--- config.mk ---
export PLATFORM = sky130hd
export DESIGN_NAME = ram_dp_arb_ctrl
export DESIGN_NICKNAME = d
export VERILOG_FILES = /design/src/rtl/ram_dp_arb_ctrl.sv
export SDC_FILE = /design/constraint.sdc
export NUM_CORES = 1
export LEC_CHECK = 0
export ABC_AREA = 1
export ABC_CLOCK_PERIOD_IN_PS = 1500
export CORE_MARGIN = 5
export CORE_UTILIZATION = 45
export DETAILED_ROUTE_END_ITERATION = 7
export DONT_BUFFER_PORTS = 1
export SLEW_MARGIN = 20
export SYNTH_ARGS = -nofsm -noshare
export SYNTH_HDL_FRONTEND = slang
export SYNTH_SLANG_ARGS = --single-unit
--- constraint.sdc ---
create_clock -name clk -period 1.5 [get_ports clk]
set_input_delay 0.3 -clock clk [delete_from_list [all_inputs] [get_ports clk]]
set_output_delay 0.3 -clock clk [all_outputs]
set_load 0.02 [all_outputs]
--- src/rtl/ram_dp_arb_ctrl.sv ---
// Dual-port RAM controller: zero-fill sweep after reset, then round-robin
// write/read arbitration. Option: RAM_DP_ARB_WRITE_FORWARD_EN (write fwd).
module ram_dp_arb_ctrl #(
  parameter int WIDTH     = 8,
  parameter int DEPTH     = 16,
  parameter int DEPTH_LOG = $clog2(DEPTH)
) (
  input  logic                 clk,
  input  logic                 rst_n,
  input  logic                 req0_valid,
  output logic                 req0_ready,
  input  logic                 req0_we,
  input  logic [DEPTH_LOG-1:0] req0_addr,
  input  logic [WIDTH-1:0]     req0_wdata,
  input  logic                 req1_valid,
  output logic                 req1_ready,
  input  logic                 req1_we,
  input  logic [DEPTH_LOG-1:0] req1_addr,
  input  logic [WIDTH-1:0]     req1_wdata,
  output logic                 rsp0_valid,
  output logic [WIDTH-1:0]     rsp0_rdata,
  output logic                 rsp1_valid,
  output logic [WIDTH-1:0]     rsp1_rdata,
  output logic                 ram_we,
  output logic [DEPTH_LOG-1:0] ram_addr_wr,
  output logic [WIDTH-1:0]     ram_data_wr,
  output logic [DEPTH_LOG-1:0] ram_addr_rd,
  input  logic [WIDTH-1:0]     ram_data_rd,
  output logic                 init_done
);

  typedef enum logic {
    INIT,
    RUN
  } state_t;

  localparam logic [DEPTH_LOG-1:0] LAST =
    DEPTH_LOG'(DEPTH - 1);

  state_t               state;
  state_t               state_nx;
  logic [DEPTH_LOG-1:0] init_cnt;
  logic [DEPTH_LOG-1:0] init_cnt_nx;
  logic                 wr_ptr;
  logic                 rd_ptr;
  logic                 run;
  logic                 wc0, wc1;
  logic                 rc0, rc1;
  logic                 wg0, wg1;
  logic                 rg0, rg1;
  logic [WIDTH-1:0]     rd_val;

  assign run = (state == RUN);

  assign wc0 = req0_valid & req0_we;
  assign wc1 = req1_valid & req1_we;
  assign rc0 = req0_valid & ~req0_we;
  assign rc1 = req1_valid & ~req1_we;

  // pointer picks the winner only when both contend
  assign wg0 = run & wc0 & (~wc1 | ~wr_ptr);
  assign wg1 = run & wc1 & (~wc0 | wr_ptr);
  assign rg0 = run & rc0 & (~rc1 | ~rd_ptr);
  assign rg1 = run & rc1 & (~rc0 | rd_ptr);

  assign req0_ready = wg0 | rg0;
  assign req1_ready = wg1 | rg1;
  assign init_done  = run;

  always_ff @(posedge clk or negedge rst_n) begin
    if (!rst_n) begin
      state    <= INIT;
      init_cnt <= '0;
    end else begin
      state    <= state_nx;
      init_cnt <= init_cnt_nx;
    end
  end

  always_comb begin
    state_nx    = state;
    init_cnt_nx = init_cnt;
    ram_we      = 1'b0;
    ram_addr_wr = '0;
    ram_data_wr = '0;
    ram_addr_rd = '0;
    unique case (state)
      INIT: begin
        ram_we      = 1'b1;
        ram_addr_wr = init_cnt;
        init_cnt_nx = init_cnt + 1'b1;
        if (init_cnt == LAST) begin
          state_nx = RUN;
        end
      end
      RUN: begin
        ram_we = wg0 | wg1;
        unique case (1'b1)
          wg0: begin
            ram_addr_wr = req0_addr;
            ram_data_wr = req0_wdata;
          end
          wg1: begin
            ram_addr_wr = req1_addr;
            ram_data_wr = req1_wdata;
          end
          default: ;
        endcase
        unique case (1'b1)
          rg0: ram_addr_rd = req0_addr;
          rg1: ram_addr_rd = req1_addr;
          default: ;
        endcase
      end
      default: ;
    endcase
  end

`ifdef RAM_DP_ARB_WRITE_FORWARD_EN
  logic fwd_hit;
  assign fwd_hit = (wg0 | wg1) &
                   (ram_addr_wr == ram_addr_rd);
  assign rd_val  = fwd_hit ? ram_data_wr
                           : ram_data_rd;
`else
  assign rd_val = ram_data_rd;
`endif

  always_ff @(posedge clk or negedge rst_n) begin
    if (!rst_n) begin
      wr_ptr <= 1'b0;
      rd_ptr <= 1'b0;
    end else begin
      if (wg0) begin
        wr_ptr <= 1'b1;
      end else if (wg1) begin
        wr_ptr <= 1'b0;
      end
      if (rg0) begin
        rd_ptr <= 1'b1;
      end else if (rg1) begin
        rd_ptr <= 1'b0;
      end
    end
  end

  always_ff @(posedge clk or negedge rst_n) begin
    if (!rst_n) begin
      rsp0_valid <= 1'b0;
      rsp0_rdata <= '0;
      rsp1_valid <= 1'b0;
      rsp1_rdata <= '0;
    end else begin
      rsp0_valid <= rg0;
      rsp1_valid <= rg1;
      if (rg0) begin
        rsp0_rdata <= rd_val;
      end
      if (rg1) begin
        rsp1_rdata <= rd_val;
      end
    end
  end

endmodule

==> impl_metrics.yaml, run 1 <==
critical_path:
  r2r_slack_ps: 220
  r2r_end: "rsp1_rdata[3]"
  end_kind: "output pin"
  reg2reg_depth: 7
  max_stage_delay_ps: 440
  path_delay_family: "flip-flops"
  r2r-start: "init_done"
  cp-start-kind: "register"
  crit_fanout: 7
  crit_arrival_ps: 1360
  cp_data_required_time_ps: 1200
  cpMaxStageDelayCell: "dfrtp_1"
  cp_cell_sequence: "buf_6 > nand3_4 > buf_12 > nand3_2 > nand2_4"
  crit_type: "reg2out"
  worst-path-buf-inv: 2
outcome:
  violations: "negative setup slack"
  status: "complete, but fails checks"
sta:
  finClkSkew_ps: 19.4
  fin_crit_sh_pct: 111
  rsz0062_at_grt: "yes"
  fin_crit_ps: 1660
  slew_headroom_pct: 82.4
  worst_slew_pin_slew_ps: 263
  setup_ws_ps: -160
  maxSlewViolCount: 0
  hold_viol_final: 0
  fmax_ghz: 0.602
  setup_viol: 19
  setup_tns_ps: -2280
global_routing:
  grt_pass1_wl_um: 7040
  grt_antenna_before_repair: 0
  grt_pass1_vias: 1427
  overflow: 0
  track_usage_pct: 21.1
  grt.met3_usage_pct: 7.99
  use_met1_pct: 25.9
  top_usage_layer: "met2"
  grtUsageMet2_pct: 34.3
  grt_max_degree: 26
detailed_routing:
  detail-route-antenna-nets: 0
  vias: 1387
  routed_wl_um: 4780
  route.detailed.drc: 0
  first_pass_iters: 4
  drtIter0Drc: 74
  vias_per_cell: 5.62
  drt-wirelength-per-cell_um: 19.3
die:
  ioPinCount: 76
  fp.dieW_um: 65.8
  start_util_pct: 46.2
  core_mm2: 0.00303
  row_count: 20
  die_h_um: 65.8
  die_area_mm2: 0.00433
clock_tree:
  cts_tree: "built"
  numClockSinks: 25
  htree_levels: 1
  clkTransAtPathRegs_ps: 170
  cts-root-buf: "clkbuf_4"
  cts_made_buffers: 3
  clk_latency_ps: 340
  cts_buffer_depth: 2
power_and_ir_drop:
  p_leak_uw: 0.000970
  powerDensity_mw_per_mm2: 811
  vdd_drop_max_v: 0.000464
min_path:
  holdCritStartpoint: "ram_data_rd[4]"
  min_path_type: "in2reg"
  worstHoldEndpoint: "rsp0_rdata[4]"
  hold-path-cell-count: 2
cells_and_area:
  n_fill_cell: 239
  antenna_cells: 0
  fin_nets: 243
  synthToLayoutAreaGrowth_pct: 45.2
  layout-drive-gt1-share_pct: 41.9
  instances_no_fill: 247
logic_synthesis:
  synth_top_area_share_pct: 44.7
  yosysWarnings: 0
  syn_area_mm2: 0.00140
  synth_area_leader_cell: "dfrtp_1"
  synth_cell_type_count: 17
  avgSynthCellArea_um2: 7.69
  synth_cells: 182
  ys_ff_latch: 25
  synth-seq-area-share_pct: 44.7
  synthTopCellsByArea: "dfrtp_1 (45%), nand3_1 (20%), nand2_1 (17%)"
  synthesis.nets: 221
placed_design:
  place_hpwl_um: 2970
  dp_cells: 225
  numPortBuffers: 0
  gp_congestion: 0.829
run:
  cap_violations: 0
## synth_stat cells (all sizes together)
library cell	count
ha	1
inv	11
dfrtp	25
o21ai	3
nor2	5
xnor2	1
nand3	58
buf	8
nand2	67
a21oi	2
clkbuf	1
## area by class of cell
cell class	count	area, um2	area share (%)
Multi-Input combinational cell	137	1010	49.7
Sequential cell	25	627	30.8
Timing Repair Buffer	25	259	12.7
Tap cell	44	55.1	2.71
Inverter	11	46.3	2.28
Clock buffer	3	22.5	1.11
Clock inverter	1	8.76	0.431
Timing Repair inverter	1	3.75	0.185
## layout by cell type (no fill, tap or decap), types with 4 or more instances in the layout
cell,count
nand2_1,51
nand3_1,26
dfrtp_1,24
nand3_2,18
buf_4,16
nand3_4,14
nand2_4,12
inv_1,8
nand2_2,4
buf_12,4
## per-stage QoR
stage          instance area [um2]  utilization (%)  worst slack, ps  power, uW  hold WS, ps
3_5_place_dp                  1440             47.6             92.0       1160         5.05
2_1_floorplan                 1400                -             67.5       1110         4.41
5_1_grt                       2030             67.1             -238       1750         41.7
3_3_place_gp                  1440             47.6              134       1150         5.01
4_1_cts                       1830             60.5            -88.3       1590         77.0
6_report                      2030             67.1             -160       1650         73.1
## report_power, final
part | internal (uW) | switching (uW) | leakage [uW]
logic | 160 | 259 | 0.000639
clock network | 109 | 231 | 0.0000183
registers | 748 | 143 | 0.000312
total | 1020 | 633 | 0.000970
## how the worst max path moves through the flow
stage / slack (ps) / end / cells past startpoint / from
final: -160 / ram_data_wr[4] / 5 / wr_ptr
after global routing: -240 / ram_data_wr[4] / 5 / wr_ptr
after CTS: -90 / ram_data_wr[3] / 5 / init_done
after detailed placement: 90 / ram_addr_wr[0] / 4 / init_done
after global placement: 130 / ram_addr_wr[3] / 4 / init_done
after floorplan: 70 / ram_addr_wr[2] / 5 / init_done
## state kept, by name, indices dropped and copies added (netlist names)
name        flops
rsp0_valid      1
rsp1_rdata      8
rd_ptr          1
rsp0_rdata      8
rsp1_valid      1
wr_ptr          1
init_done       1
init_cnt        4
## logic make-up after synthesis
group,after synthesis,share of synthesized area (%)
DFF,25,44.7
adders and majority gates,1,0.894
xor gates and xnor gates,1,0.626
buffers and inverters,20,8.49
AOI/OAI and AO/OA,5,1.79
and+or+nand+nor,130,43.5
## per-layer routing
metal  share of wire [%]  wire [um]  vias to the layer above
li1                    -          -                      641
met1                  37       1750                      658
met2                  49       2350                       72
met3                  10        491                       16
met4                 3.9        184                        0
met5                   0          0                        -
## repair_timing
item	4_1_cts	5_1_grt
cloned	2	1
gates resized for setup	49	36
pin swaps	18	16
hold buffers	2	0
buffers inserted	11	2
endpoints found under the setup margin	18	19
endpoints found under the hold margin	25	0
No activity file was read; power rests on OpenSTA's default activity.
==> run 2: changes to the inputs <==
- CORE_ASPECT_RATIO: default -> 0.7
- CORE_UTILIZATION: 45 -> 40
==> run 2 against run 1 <==
Sequential share of layout area increased by 4.3 points. Count of clock-buffer cells in the layout unchanged. Flip-flop and latch count unchanged. Sequential power about the same. The flow still finishes with violations (negative setup slack). Setup slack improved by 89 ps.
==> impl_metrics.yaml, run 2 (same netlist as run 1, synthesis figures left out) <==
min_path:
  min_path_type: "in2reg"
sta:
  rsz0062_at_grt: "yes"
  slew_headroom_pct: 81.4
  fin_crit_ps: 1570
  fin_crit_sh_pct: 105
  setup_tns_ps: -549
  maxSlewViolCount: 0
  finClkSkew_ps: 1.24
  setup_ws_ps: -71.3
  setup_viol: 15
  hold_viol_final: 0
  fmax_ghz: 0.636
  worst_slew_pin_slew_ps: 278
clock_tree:
  numClockSinks: 25
  htree_levels: 1
  cts_buffer_depth: 2
  cts-root-buf: "clkbuf_8"
  cts_tree: "built"
  cts_made_buffers: 3
  clkTransAtPathRegs_ps: 90
  clk_latency_ps: 270
cells_and_area:
  n_fill_cell: 320
  layout_commonest_cell: "nand2_1"
  antenna_cells: 0
  synthToLayoutAreaGrowth_pct: 27.5
  layout_common_cells: "nand2_1 (50), nand3_1 (42), dfrtp_1 (24)"
  fin_nets: 237
  instances_no_fill: 247
  fin_area_mm2: 0.00179
  layout-drive-gt1-share_pct: 31.5
  reg_top3: "rsp0_rdata (8), rsp1_rdata (8), init_cnt (4)"
power_and_ir_drop:
  p_leak_uw: 0.000904
  vdd_drop_max_v: 0.000675
  powerDensity_mw_per_mm2: 923
global_routing:
  grt_antenna_before_repair: 0
  overflow: 0
  track_usage_pct: 17.8
  grt_pass1_wl_um: 6490
  grt_max_degree: 26
  grt_pass1_vias: 1213
critical_path:
  path_depth: 5
  crit_type: "reg2out"
  max_stage_delay_ps: 410
  path_delay_family: "flip-flops"
  reg2reg_depth: 6
  crit_fanout: 12
  crit_arrival_ps: 1270
  cp_data_required_time_ps: 1200
  r2r_slack_ps: 300
  cp_cell_sequence: "inv_6 > nor2_4 > buf_12 > nand3_1 > nand2_2"
  cp-startpoint: "init_done"
  cp-start-kind: "register"
  end_kind: "output pin"
  r2r-start: "init_done"
  worst-path-buf-inv: 2
  crit_end: "ram_data_wr[4]"
  r2r_end: "rsp1_rdata[5]"
  cpMaxStageDelayCell: "dfrtp_2"
die:
  ioPinCount: 76
  start_util_pct: 40.6
  fp.dieW_um: 80.7
  die_area_mm2: 0.00480
  row_count: 18
  die_h_um: 59.5
  core_mm2: 0.00345
run:
  cap_violations: 0
placed_design:
  gp_congestion: 0.805
  dp_cells: 231
  numPortBuffers: 0
  placed_area_mm2: 0.00145
  place_hpwl_um: 3150
detailed_routing:
  routed_wl_um: 4410
  route.detailed.drc: 0
  drt-wirelength-per-cell_um: 17.9
  first_pass_iters: 4
  vias_per_cell: 5.40
  vias: 1333
  detail-route-antenna-nets: 0
  drtIter0Drc: 125
outcome:
  status: "complete, but fails checks"
  violations: "negative setup slack"
[run 2: changes by cell type in the layout (fill, tap and decap cells not counted), moves of 5 or more]
cell,change
nand3_4,-11
nand3_2,-5
nand2_4,-9
nand3_1,+16
nand2_2,+10
[run 2: per-layer routing]
metal / up-vias / wire length (um) / track usage, %
met1: 644 / 1840 / 24.9
met5: - / 0 / 0
met2: 58 / 2070 / 26.9
met3: 4 / 465 / 6.53
li1: 627 / - / -
met4: 0 / 36 / 2.89
[run 2: worst min-delay path by stage]
stage / start / endpoint / slack [ps] / cells after the start
floorplan: rst_n / init_cnt[0] / 4 / 0
global placement: rst_n / rsp0_rdata[2] / 5 / 0
detailed placement: rst_n / rsp1_rdata[2] / 5 / 0
CTS: ram_data_rd[7] / rsp1_rdata[7] / 160 / 2
global route: ram_data_rd[4] / rsp1_rdata[4] / 160 / 2
finish: ram_data_rd[7] / rsp1_rdata[7] / 170 / 2
[run 2: timing repair]
| action | CTS | global route |
|---|---|---|
| buffers inserted | 8 | 1 |
| endpoints found under the setup margin | 18 | 18 |
| resized for setup | 29 | 12 |
| hold endpoints to repair | 25 | 0 |
| pin swaps | 9 | 6 |
| cloned | 0 | 1 |
| hold buffers | 2 | 0 |
[run 2: where the power goes]
part | leakage (uW) | switching [uW] | internal [uW]
combinational | 0.000566 | 228 | 125
sequential | 0.000312 | 144 | 748
clock | 0.0000255 | 217 | 186
total | 0.000904 | 589 | 1060
[run 2: area by class of cell]
| class | count | area (um2) | share of cell area, % |
|---|---|---|---|
| sequential | 25 | 627 | 35.1 |
| inverter | 11 | 46.3 | 2.59 |
| clock inverter | 1 | 5.00 | 0.280 |
| tap | 50 | 62.6 | 3.50 |
| timing repair buffer | 20 | 198 | 11.1 |
| clock buffer | 3 | 41.3 | 2.31 |
| multi-input combinational | 137 | 806 | 45.1 |
[run 2: stage by stage]
stage                     hold slack, ps  power [uW]  setup WS [ps]  utilization [%]
after floorplan                     4.41        1110           67.5                -
after global placement              4.96        1160            121             42.0
after detailed placement            5.09        1170           91.9             42.0
after CTS                            161        1640          -42.8             49.9
after global routing                 156        1740           -144             51.8
final                                166        1650          -71.3             51.8
